[src/rtl/serial_add_pkg.sv]
// Shared definitions for the bit-serial add/subtract controller:
// FSM state encodings and the default operand width.
package serial_add_pkg;

  localparam int DEFAULT_WIDTH = 8;

  typedef enum logic [1:0] {
    IDLE = 2'd0,
    LOAD = 2'd1,
    RUN  = 2'd2,
    DONE = 2'd3
  } state_e;

endpackage

[src/rtl/serial_fa_bit.sv]
// One-bit full-adder cell; the only arithmetic in the serial datapath.
module serial_fa_bit (
  input  logic a,
  input  logic b,
  input  logic cin,
  output logic sum,
  output logic cout
);

  // Plain full-adder equations
  always_comb begin
    sum  = a ^ b ^ cin;
    cout = (a & b) | (a & cin) | (b & cin);
  end

endmodule

[src/rtl/serial_add_ctrl.sv]
// Bit-serial add/subtract controller. One full-adder cell is reused for
// WIDTH steps, LSB first; the result is assembled in a right-shifting register.
//
// Handshake: start is sampled only while idle (busy=0, done=0). A start seen
// in any other state is dropped, not queued. busy is high in LOAD and RUN;
// done pulses for one cycle, and result/cout/ovf are valid from that cycle
// until the next completion (or reset).
module serial_add_ctrl
  import serial_add_pkg::*;
#(
  parameter  int WIDTH = DEFAULT_WIDTH,
  localparam int CNT_W = $clog2(WIDTH + 1)
) (
  input  logic             clk,
  input  logic             rst,
  input  logic             start,
  input  logic             sub,
  input  logic [WIDTH-1:0] a_in,
  input  logic [WIDTH-1:0] b_in,
  output logic             busy,
  output logic             done,
  output logic [WIDTH-1:0] result,
  output logic             cout,
  output logic             ovf,
  output state_e           dbg_state
);

  state_e           state;
  logic [WIDTH-1:0] a_sr;
  logic [WIDTH-1:0] b_sr;
  logic [WIDTH-1:0] r_sr;
  logic             carry;
  logic [CNT_W-1:0] cnt;

  logic             fa_sum;
  logic             fa_cout;
  logic [WIDTH-1:0] r_next;
  logic             last_step;

  serial_fa_bit u_fa (
    .a    (a_sr[0]),
    .b    (b_sr[0]),
    .cin  (carry),
    .sum  (fa_sum),
    .cout (fa_cout)
  );

  // Next result image and final-step detect for the current bit-step
  always_comb begin
    r_next    = {fa_sum, r_sr[WIDTH-1:1]};
    last_step = (cnt == CNT_W'(WIDTH - 1));
  end

  assign dbg_state = state;

  // Controller FSM with registered handshake and result outputs
  always_ff @(posedge clk) begin
    if (rst) begin
      state  <= IDLE;
      a_sr   <= '0;
      b_sr   <= '0;
      r_sr   <= '0;
      carry  <= 1'b0;
      cnt    <= '0;
      busy   <= 1'b0;
      done   <= 1'b0;
      result <= '0;
      cout   <= 1'b0;
      ovf    <= 1'b0;
    end else begin
      case (state)
        IDLE: begin
          if (start) begin
            // Subtract is A + ~B + 1; the +1 enters through the carry flop.
            a_sr  <= a_in;
            b_sr  <= sub ? ~b_in : b_in;
            carry <= sub;
            cnt   <= '0;
            busy  <= 1'b1;
            state <= LOAD;
          end
        end
        LOAD: begin
          state <= RUN;
        end
        RUN: begin
          r_sr  <= r_next;
          a_sr  <= a_sr >> 1;
          b_sr  <= b_sr >> 1;
          carry <= fa_cout;
          cnt   <= cnt + 1'b1;
          if (last_step) begin
            // Signed overflow: carry into the MSB differs from carry out of it.
            ovf    <= carry ^ fa_cout;
            cout   <= fa_cout;
            result <= r_next;
            busy   <= 1'b0;
            done   <= 1'b1;
            state  <= DONE;
          end
        end
        DONE: begin
          done  <= 1'b0;
          state <= IDLE;
        end
        default: begin
          busy  <= 1'b0;
          done  <= 1'b0;
          state <= IDLE;
        end
      endcase
    end
  end

endmodule

[config.mk]
export PLATFORM = sky130hd
export DESIGN_NAME = serial_add_ctrl
export DESIGN_NICKNAME = d
export VERILOG_FILES = /design/src/rtl/serial_add_pkg.sv /design/src/rtl/serial_fa_bit.sv /design/src/rtl/serial_add_ctrl.sv
export SDC_FILE = /design/constraint.sdc
export NUM_CORES = 1
export LEC_CHECK = 0
export CAP_MARGIN = 20
export CORE_MARGIN = 2
export CORE_UTILIZATION = 45
export DETAILED_ROUTE_END_ITERATION = 8
export GPL_ROUTABILITY_DRIVEN = 0
export PLACE_DENSITY = 0.7
export SLEW_MARGIN = 20
export SYNTH_ARGS = -nofsm -noshare
export SYNTH_HDL_FRONTEND = slang
export SYNTH_SLANG_ARGS = --single-unit
[constraint.sdc]
create_clock -name clk -period 2.9 [get_ports clk]
set_input_delay 0.29 -clock clk [delete_from_list [all_inputs] [get_ports clk]]
set_output_delay 0.29 -clock clk [all_outputs]
set_load 0.005 [all_outputs]
# Word-level counts from Yosys, hierarchy flattened
# Cells that the tools add are included.
[totals] ff_bits=43 latch_bits=0 mem_bits_rw=0 rom_bits=0 inputBits=20 out_inout_bits=14 wordCells=52 mem_count=0
[classes] addsub=1 n_mul=0 div=0 n_lt_le_gt_ge=0 eq_ne=6 shift=0 n_mux=17 n_bitwise=9 n_reduce_logical=8
[op_table] operator="8-bit case mux with 2 select lines" count=2
[op_table] operator="8-bit two-way mux" count=3
[op_table] operator="8-bit NOT" count=1
[op_table] operator="2-bit case mux with 4 select lines" count=1
[op_table] operator="4-bit case mux with 2 select lines" count=1
[op_table] operator="2-bit AND reduction" count=4
[op_table] operator="1-bit case mux with 2 select lines" count=3
[op_table] operator="4-bit by 1-bit adder with 4-bit output, second input constant" count=1
[op_table] operator="2-bit == test, second input constant" count=2
[op_table] operator="4-bit by 3-bit == test with 1-bit output, second input constant" count=1
[op_table] operator="1-bit two-way mux" count=4
[op_table] operator="2-bit two-way mux" count=2
[op_table] operator="4-bit two-way mux" count=1
[op_table] operator="2-bit != test, second input constant" count=2
[op_table] operator="2-bit nonzero test" count=2
[op_table] operator="1-bit AND" count=3
[op_table] operator="3-bit AND reduction" count=1
[op_table] operator="1-bit XOR" count=3
[op_table] operator="2-bit by 1-bit == test with 1-bit output, second input constant" count=1
[op_table] operator="2-bit zero test" count=1
[op_table] operator="1-bit bitwise OR" count=2

# Logic depth before layout (Yosys ltp)
# Gate-level depths: netlist of the first run.
[logic_depth] depth_word=4 ltp_mapped=8 mapped_depth_nobuf=5

# Hierarchy
# Synthesis of the first run repeated with hierarchy kept, for this count alone.
[unflattened] cells_unflattened=207 area_unflattened_um2=1865.5
[modules_own_cells] mod="serial_add_ctrl" n_inst=1 cells_each=206 area_each_um2=1845.5 seq_area_each_um2=840.8
[modules_own_cells] mod="serial_fa_bit" n_inst=1 cells_each=1 area_each_um2=20.0 seq_area_each_um2=0.0

# Worst setup path after synthesis of the first run
# OpenSTA, ideal clock, no wires.
[synth_path] kind="register to register" from="register state[0], in the netlist dbg_state[0]" to="register cnt[3]" setup_ns=0.074 t_arrival_ns=1.507 t_required_ns=2.826 path_slack_ns=1.319 stages_incl_launch_ff=6 path_buffers=0 period_less_slack_ns=1.581 cell_sequence="dfxtp_1 -> inv_1 -> ha_1 -> mux2i_1 -> or4b_1 -> a31oi_1"
[synth_between] elab_chain_len=3 word_cells_on_any_way=6 cone_classes="eq/ne (2); mux (1); reduce/logical (3)"
[synth_lines] element="start, declared" line_no="serial_add_ctrl.sv:28" source="state_e state;"
[synth_lines] element="start signal, assigned" line_no="serial_add_ctrl.sv:59" source="state <= IDLE;"
[synth_lines] element="start signal, assigned" line_no="serial_add_ctrl.sv:80" source="state <= LOAD;"
[synth_lines] element="start signal, assigned" line_no="serial_add_ctrl.sv:84" source="state <= RUN;"
[synth_lines] element="2-bit == test or 2-bit zero test (tied branches)" line_no="serial_add_ctrl.sv:71" source="case (state)"
[synth_lines] element="2-bit nonzero test (no line) or 2-bit != test (tied branches)"
[synth_lines] element="2-bit AND reduction (no line)"
[synth_lines] element="end signal, assigned" line_no="serial_add_ctrl.sv:91" source="cnt <= cnt + 1'b1;"
[synth_lines] element="end, declared" line_no="serial_add_ctrl.sv:33" source="logic [CNT_W-1:0] cnt;"
# Several ways; a longest one is shown, not always the timed one.
# A chain may end at the register's enable or synchronous reset.

# Final worst setup path of the first run
# Same ends and word-level chain as after synthesis.

==> summary.txt, run 1 <==
Outcome
  – Status: completed

STA
  – Setup Skew: between 7 and 8 ps
  – Setup ws final: a little over 900 ps
  – Tmin final: about 2000 ps
  – Setup violations, final: 0
  – WHS: 447 ps
  – Slew margin rel.: between 60 and 70%
  – Pins Over Slew Limit: 0
  – Sum Neg Setup Slack: 0 ps
  – RSZ-0062 raised after global routing: no
  – Fmax achieved: 507 MHz
  – Fin crit share: about 70%
  – Final hold violations: 0
  – Slew @ Worst Pin: approximately 460 ps

Global route
  – Met3 Resource Use GR: under 10%
  – Tot GR Track Use: 17.8%
  – Largest net degree at the start of global routing: between 40 and 50
  – Initial antenna violation count: 0
  – Layer with the highest usage: met2
  – Met1 global-route usage: between 20 and 25%
  – Global-route wire length before repair: just over 6000 um
  – Met2 Usage GRT: 28.8%
  – Vias in the first global route: roughly 1.4k
  – Grt total ovfl: 0

Worst hold path
  – Hold WC Path Type: register to register

Detailed routing
  – Vias: 1,471
  – Drt drc: 0
  – Via density: roughly 5
  – Number of DRC markers in iteration 0: 64
  – Antenna viol nets, final: 0
  – Wire per inst: between 10 and 15 um
  – Total wire length: around 3500 um
  – TritonRoute pass-1 iters: 4

Synth
  – Net Count, Synth: between 200 and 250
  – Largest area contributor in the netlist: dfxtp_1
  – YS warnings: 0
  – Yosys reg bits: 42
  – Post-synth ARST share: 0%
  – Top post-synthesis cells by count: 42 x dfxtp_1, 29 x nand2_1, 22 x a21oi_1
  – Netlist Area Pre-Place: between 1500 and 2000 um^2
  – Most frequent cell after synthesis: dfxtp_1
  – Main synth FF type: dfxtp_1
  – Post-synthesis cell count: ~210
  – Avg Inst Size Synth: 8.98 um^2
  – Sequential area share after synthesis: ~45%
  – EDFF count, synth: 0
  – Synth area leaders: dfxtp_1 45%, mux2i_1 9.1%, a21oi_1 5.9%, nand2_1 5.8%, nand2b_1 4.0%
  – Netlist cell types: 30
  – Yosys top cell area share: 44.8%

Placement
  – Port-buffer cells: 33
  – Area after DPL: around 2200 um^2
  – Dpl ws: between 900 and 1000 ps
  – Post-DP HPWL: around 2400 um

CTS
  – Total CTS buffers: 5
  – H-tree levels: 2
  – Hold buffers post-CTS: 0
  – Clock latency on the worst-skew pair: ~290 ps
  – Clk slew on worst S/H paths: 80 ps
  – CTS tree: built
  – CTS Buffer Depth: 2
  – Post-CTS resize count: 0
  – CTS Sinks: between 40 and 50
  – Setup bufs post-CTS: 0
  – Clk root buf: clkbuf_8

Flow run
  – Maxcap violations: 0

Worst setup path
  – CP Cell Sequence: inv_1 -> ha_2 -> buf_4 -> or4b_1 -> a31oi_1
  – Worst setup SP type: register
  – CP bufs+invs: 2
  – Crit Path Class: register to register
  – Max FO, Critical Path: 28
  – Critical path's largest stage delay: ~460 ps
  – CP Capture Type: register
  – Family with the most delay on the worst path: buffers and inverters
  – WP data required: 3120 ps
  – Slowest stage cell, crit path: ha_2
  – Worst path arrival time: 2190 ps

Floorplan
  – Die W: 68.6 um
  – CORE AREA: ~4000 um^2
  – IO Count: 34
  – Die ar.: between 4000 and 5000 um^2
  – Initial core utilization: a little under half
  – Site row count: 23
  – DIE HEIGHT: about 70 um

Power and ir drop
  – Seq pwr share: 42.9%
  – Internal Power: about 1.2 mW
  – Power, Total: between 1.5 and 2 mW
  – Share of total power in the clock network: ~28%
  – Power density over cell area: approximately 700 nW/um^2
  – Sw frac: 30.0%
  – Pleak: between 0.8 and 0.9 nW
  – Comb power frac: between 20% and 30%
  – Maximum vdd drop: roughly 340 uV
  – Total net switching power: 0.502 mW

Finish
  – Nets: 262
  – Area grow syn2layout: 24.7%
  – Sequential cell area: approximately 840 um^2
  – Multi-input combinational cell area: 963 um^2
  – # diodes: 0
  – Share of layout cells above drive strength 1: between 5 and 6%
  – Post-route cell area: roughly 2300 um^2
  – # fillers: 361
layout by cell type (no fill, tap or decap), types with 3 or more instances in the layout:
cell / count
o211ai_1: 7
nand4b_1: 3
a211oi_1: 9
nand2_1: 29
ha_1: 3
nor2_1: 19
dfxtp_1: 42
nand3b_1: 3
clkdlybuf4s50_1: 33
nand3_1: 3
nand2b_1: 12
a21oi_1: 22
buf_4: 3
mux2i_1: 17
xor2_1: 7
clkbuf_8: 6
power groups by stage:
stage	sequential (mW)	combinational, mW	clock, mW
3_5_place_dp	0.732	0.495	0
6_report	0.719	0.494	0.461
2_1_floorplan	0.720	0.374	0
3_3_place_gp	0.728	0.487	0
4_1_cts	0.721	0.499	0.471
5_1_grt	0.731	0.556	0.497
registers in the layout, summed over array words and instances, names as in the netlist:
name and cells:
busy 1, r_sr 7, done 1, carry 1
dbg_state 2, b_sr 8, ovf 1, cout 1
cnt 4, a_sr 8, result 8
cells by family after synthesis:
| kind of cell | after synthesis | share of synthesized area, % |
|---|---|---|
| AO/OA/AOI/OAI | 44 | 14.4 |
| adder cells (fa/ha/maj) | 5 | 3.73 |
| XOR/XNOR | 9 | 4.20 |
| AND/OR/NAND/NOR | 74 | 19.2 |
| buffers and inverters | 17 | 4.00 |
| multiplexers | 18 | 9.67 |
| flip-flops | 42 | 44.8 |
through the flow:
| stage | utilization, % | cells |
|---|---|---|
| after CTS | 58.5 | 287 |
| after detailed placement | 55.7 | 280 |
| after global placement | 55.7 | 280 |
| after global routing | 58.5 | 287 |
| after floorplan | - | 209 |
| final | 58.5 | 287 |
final timing paths:
path	cells past startpoint	start	slack [ps]	endpoint
worst max-delay path	5	dbg_state[0]	930	cnt[3]
worst min-delay path	2	b_sr[6]	450	b_sr[6]
worst max register to register	5	dbg_state[0]	930	cnt[3]
worst min register to register	2	b_sr[6]	450	b_sr[6]
area by class of cell:
cell class                 count  share of cell area (%)
multi-input combinational    150                    41.2
sequential                    42                    35.9
timing repair buffer          36                    15.1
clock buffer                   6                    3.53
tap                           50                    2.67
clock inverter                 1                    1.28
inverter                       2                   0.321
per-layer routing:
layer  part of all wire [%]  vias up
li1                       -      771
met1                     48      668
met2                     46       25
met3                    3.9        7
met4                    1.8        0
met5                      0        -
worst register-to-register path, delay by kind of cell (launching register included):
kind                       cells  cell delay, ps
AOI/OAI and AO/OA              1             170
DFF                            1             350
buffers and inverters          2             470
adders and majority gates      1             460
and+or+nand+nor                1             460
Note: power is estimated with default switching activity, not from simulation.
==> inputs of run 2 (changes only) <==
--- a/config.mk
+++ b/config.mk
@@ -10,7 +10,7 @@
 export CORE_UTILIZATION = 45
 export DETAILED_ROUTE_END_ITERATION = 8
 export GPL_ROUTABILITY_DRIVEN = 0
-export PLACE_DENSITY = 0.7
+export PLACE_DENSITY = 0.73
 export SLEW_MARGIN = 20
 export SYNTH_ARGS = -nofsm -noshare
 export SYNTH_HDL_FRONTEND = slang
==> constraint.sdc (replaced) <==
create_clock -name clk -period 1.7 [get_ports clk]
set_input_delay 0.17 -clock clk [delete_from_list [all_inputs] [get_ports clk]]
set_output_delay 0.17 -clock clk [all_outputs]
set_load 0.005 [all_outputs]
==> run 2 against run 1 <==
  * Sequential share of layout area down 0.92 points
  * Final cell count up 3.5%
  * Combinational power rose by 93%
  * Clock skew down 2.1 ps
  * Clock-buffer cell count unchanged
  * Sequential power is 70% higher
  * Wire length is 2.7% higher
==> summary.txt, run 2 (synthesized netlist as in run 1, its figures left out) <==
Detailed routing
  – Wire per inst: 12.1 um (-0.79%)
  – Via density: 5.13 (+0.18%)
  – Drt drc: 0 (unchanged)
  – TritonRoute pass-1 iters: 4 (unchanged)
  – Number of DRC markers in iteration 0: 143 (+120%)
  – Antenna viol nets, final: 0 (unchanged)
  – Vias: 1,525 (+3.7%)
  – Total wire length: 3580 um (+2.7%)

CTS
  – Clk root buf: clkbuf_8
  – CTS tree: built
  – CTS Buffer Depth: 2 (unchanged)
  – CTS Sinks: 42 (unchanged)
  – Total CTS buffers: 5 (unchanged)
  – Clk slew on worst S/H paths: 80 ps (about the same)
  – H-tree levels: 2 (unchanged)
  – Clock latency on the worst-skew pair: 290 ps (about the same)
  – Hold buffers post-CTS: 0 (unchanged)

Finish
  – Top Registers: a_sr: 8 flops, b_sr: 8 flops, result: 8 flops
  – Area grow syn2layout: 28.3%
  – Share of layout cells above drive strength 1: 9.72% (+4.2 points)
  – Most frequent cells in the layout: 40 x dfxtp_1, 33 x clkdlybuf4s50_1, 29 x nand2_1, 22 x a21oi_1, 19 x nor2_1
  – Nets: 271 (+3.4%)
  – Most common cell after layout, fill and taps aside: dfxtp_1
  – # diodes: 0 (unchanged)
  – Non-filler cells, final: 297 (+3.5%)
  – Finished Core Util: 60.2% (+1.7 points)

Global route
  – Vias in the first global route: 1,424 (+1.2%)
  – Global-route wire length before repair: 6410 um (+2.9%)
  – Tot GR Track Use: 18.3% (+0.43 points)
  – Initial antenna violation count: 0 (unchanged)
  – Largest net degree at the start of global routing: 33 (-25%)
  – Grt total ovfl: 0 (unchanged)

Power and ir drop
  – Seq pwr share: 43.7% (+0.8 points)
  – Sw frac: 32.0% (+2.0 points)
  – Internal Power: 1.90 mW (+63%)
  – Power density over cell area: 1160 nW/um^2 (+63%)
  – Pleak: 0.843 nW (+5.0%)
  – Total net switching power: 0.898 mW (+79%)
  – Power, Total: 2.80 mW (+67%)
  – Maximum vdd drop: 584 uV (+72%)
  – Comb power frac: 33.9% (+4.4 points)
  – Share of total power in the clock network: 22.3% (-5.2 points)

Worst setup path
  – Worst path arrival time: 1790 ps (-400 ps)
  – CP Capture Point: cnt[3]
  – WP data required: 1920 ps (-1200 ps)
  – Worst setup SP type: register
  – Max FO, Critical Path: 4 (-86%)
  – R2r setup slk: 130 ps (-800 ps)
  – CP Capture Type: register
  – R2R Path End: cnt[3]
  – Crit Path Class: register to register
  – RR Startpoint: dbg_state[0]
  – Reg2reg path depth: 5 (unchanged)
  – Setup crit start: dbg_state[0]

Worst hold path
  – Hold WC Path Type: register to register

Placement
  – Port-buffer cells: 33 (unchanged)
  – Dpl ws: 70.2 ps (-865 ps)
  – Inst Count DP: 288 (+2.9%)
  – Post-DP HPWL: 2550 um (+7.9%)

Outcome
  – Status: completed

Floorplan
  – Initial core utilization: 46.9% (unchanged)
  – IO Count: 34 (unchanged)
  – Die ar.: 4700 um^2 (unchanged)
  – Site row count: 23 (unchanged)
  – CORE AREA: 4000 um^2 (unchanged)
  – Die W: 68.6 um (unchanged)
  – DIE HEIGHT: 68.6 um (unchanged)

STA
  – Fmax achieved: 636 MHz (+25%)
  – Sum Neg Setup Slack: 0 ps (unchanged)
  – Fin crit share: 92.4% (+24 points)
  – Slew margin rel.: 75.2% (+5.8 points)
  – RSZ-0062 raised after global routing: no
  – Tmin final: 1570 ps (-400 ps)
  – Setup violations, final: 0 (unchanged)
  – Final hold violations: 0 (unchanged)
  – Pins Over Slew Limit: 0 (unchanged)
  – Slew @ Worst Pin: 369 ps (-90.9 ps)
  – Setup Skew: 5.39 ps (-2.12 ps)
  – Setup ws final: 129 ps (-800 ps)

Flow run
  – Maxcap violations: 0 (unchanged)
run 2: power groups by stage:
stage | Sequential (mW) | Combinational [mW] | Clock (mW)
floorplan | 1.23 | 0.639 | 0
global placement | 1.24 | 0.942 | 0
detailed placement | 1.25 | 0.950 | 0
CTS | 1.22 | 0.956 | 0.643
global route | 1.25 | 1.06 | 0.690
finish | 1.22 | 0.951 | 0.626
run 2: through the flow:
step                area [um^2]  hold WS, ps
floorplan                  1880          334
global placement           2310          435
detailed placement         2310          439
CTS                        2400          450
global route               2410          470
finish                     2410          448
run 2: critical path, stage by stage, from the launching register on:
cell and delay [ps]:
dfxtp_2 350, inv_1 60, ha_1 250, mux2i_1 160, or4b_1 500, a31oi_1 170
run 2: what timing repair did:
item                       in CTS  in global routing
setup endpoints to repair       0                 10
setup buffers                   0                  1
gates resized for setup         0                  2
run 2: worst min path at each step:
stage,start,to,slack (ps),cells after the start
6_report,b_sr[4],b_sr[4],450,2
5_1_grt,b_sr[2],b_sr[2],470,2
4_1_cts,b_sr[4],b_sr[4],450,2
3_5_place_dp,b_sr[4],b_sr[4],440,2
3_3_place_gp,b_sr[2],b_sr[2],440,2
2_1_floorplan,a_in[7],a_sr[7],330,2
run 2: cell type report:
| cell class | instances | area, um^2 |
|---|---|---|
| Inverter | 2 | 7.51 |
| Clock buffer | 6 | 72.6 |
| Multi-Input combinational cell | 150 | 963 |
| Sequential cell | 42 | 843 |
| Clock inverter | 2 | 13.8 |
| Timing Repair Buffer | 45 | 445 |
| Tap cell | 50 | 62.6 |
| Fill cell | 366 | 1590 |
run 2: per-layer routing:
metal  global-route usage, %  vias up  wire, um
li1                        -      794         -
met1                    23.7      702      1760
met2                    28.6       27      1660
met3                    5.84        2       132
met4                    6.00        0        29
met5                       0        -         0
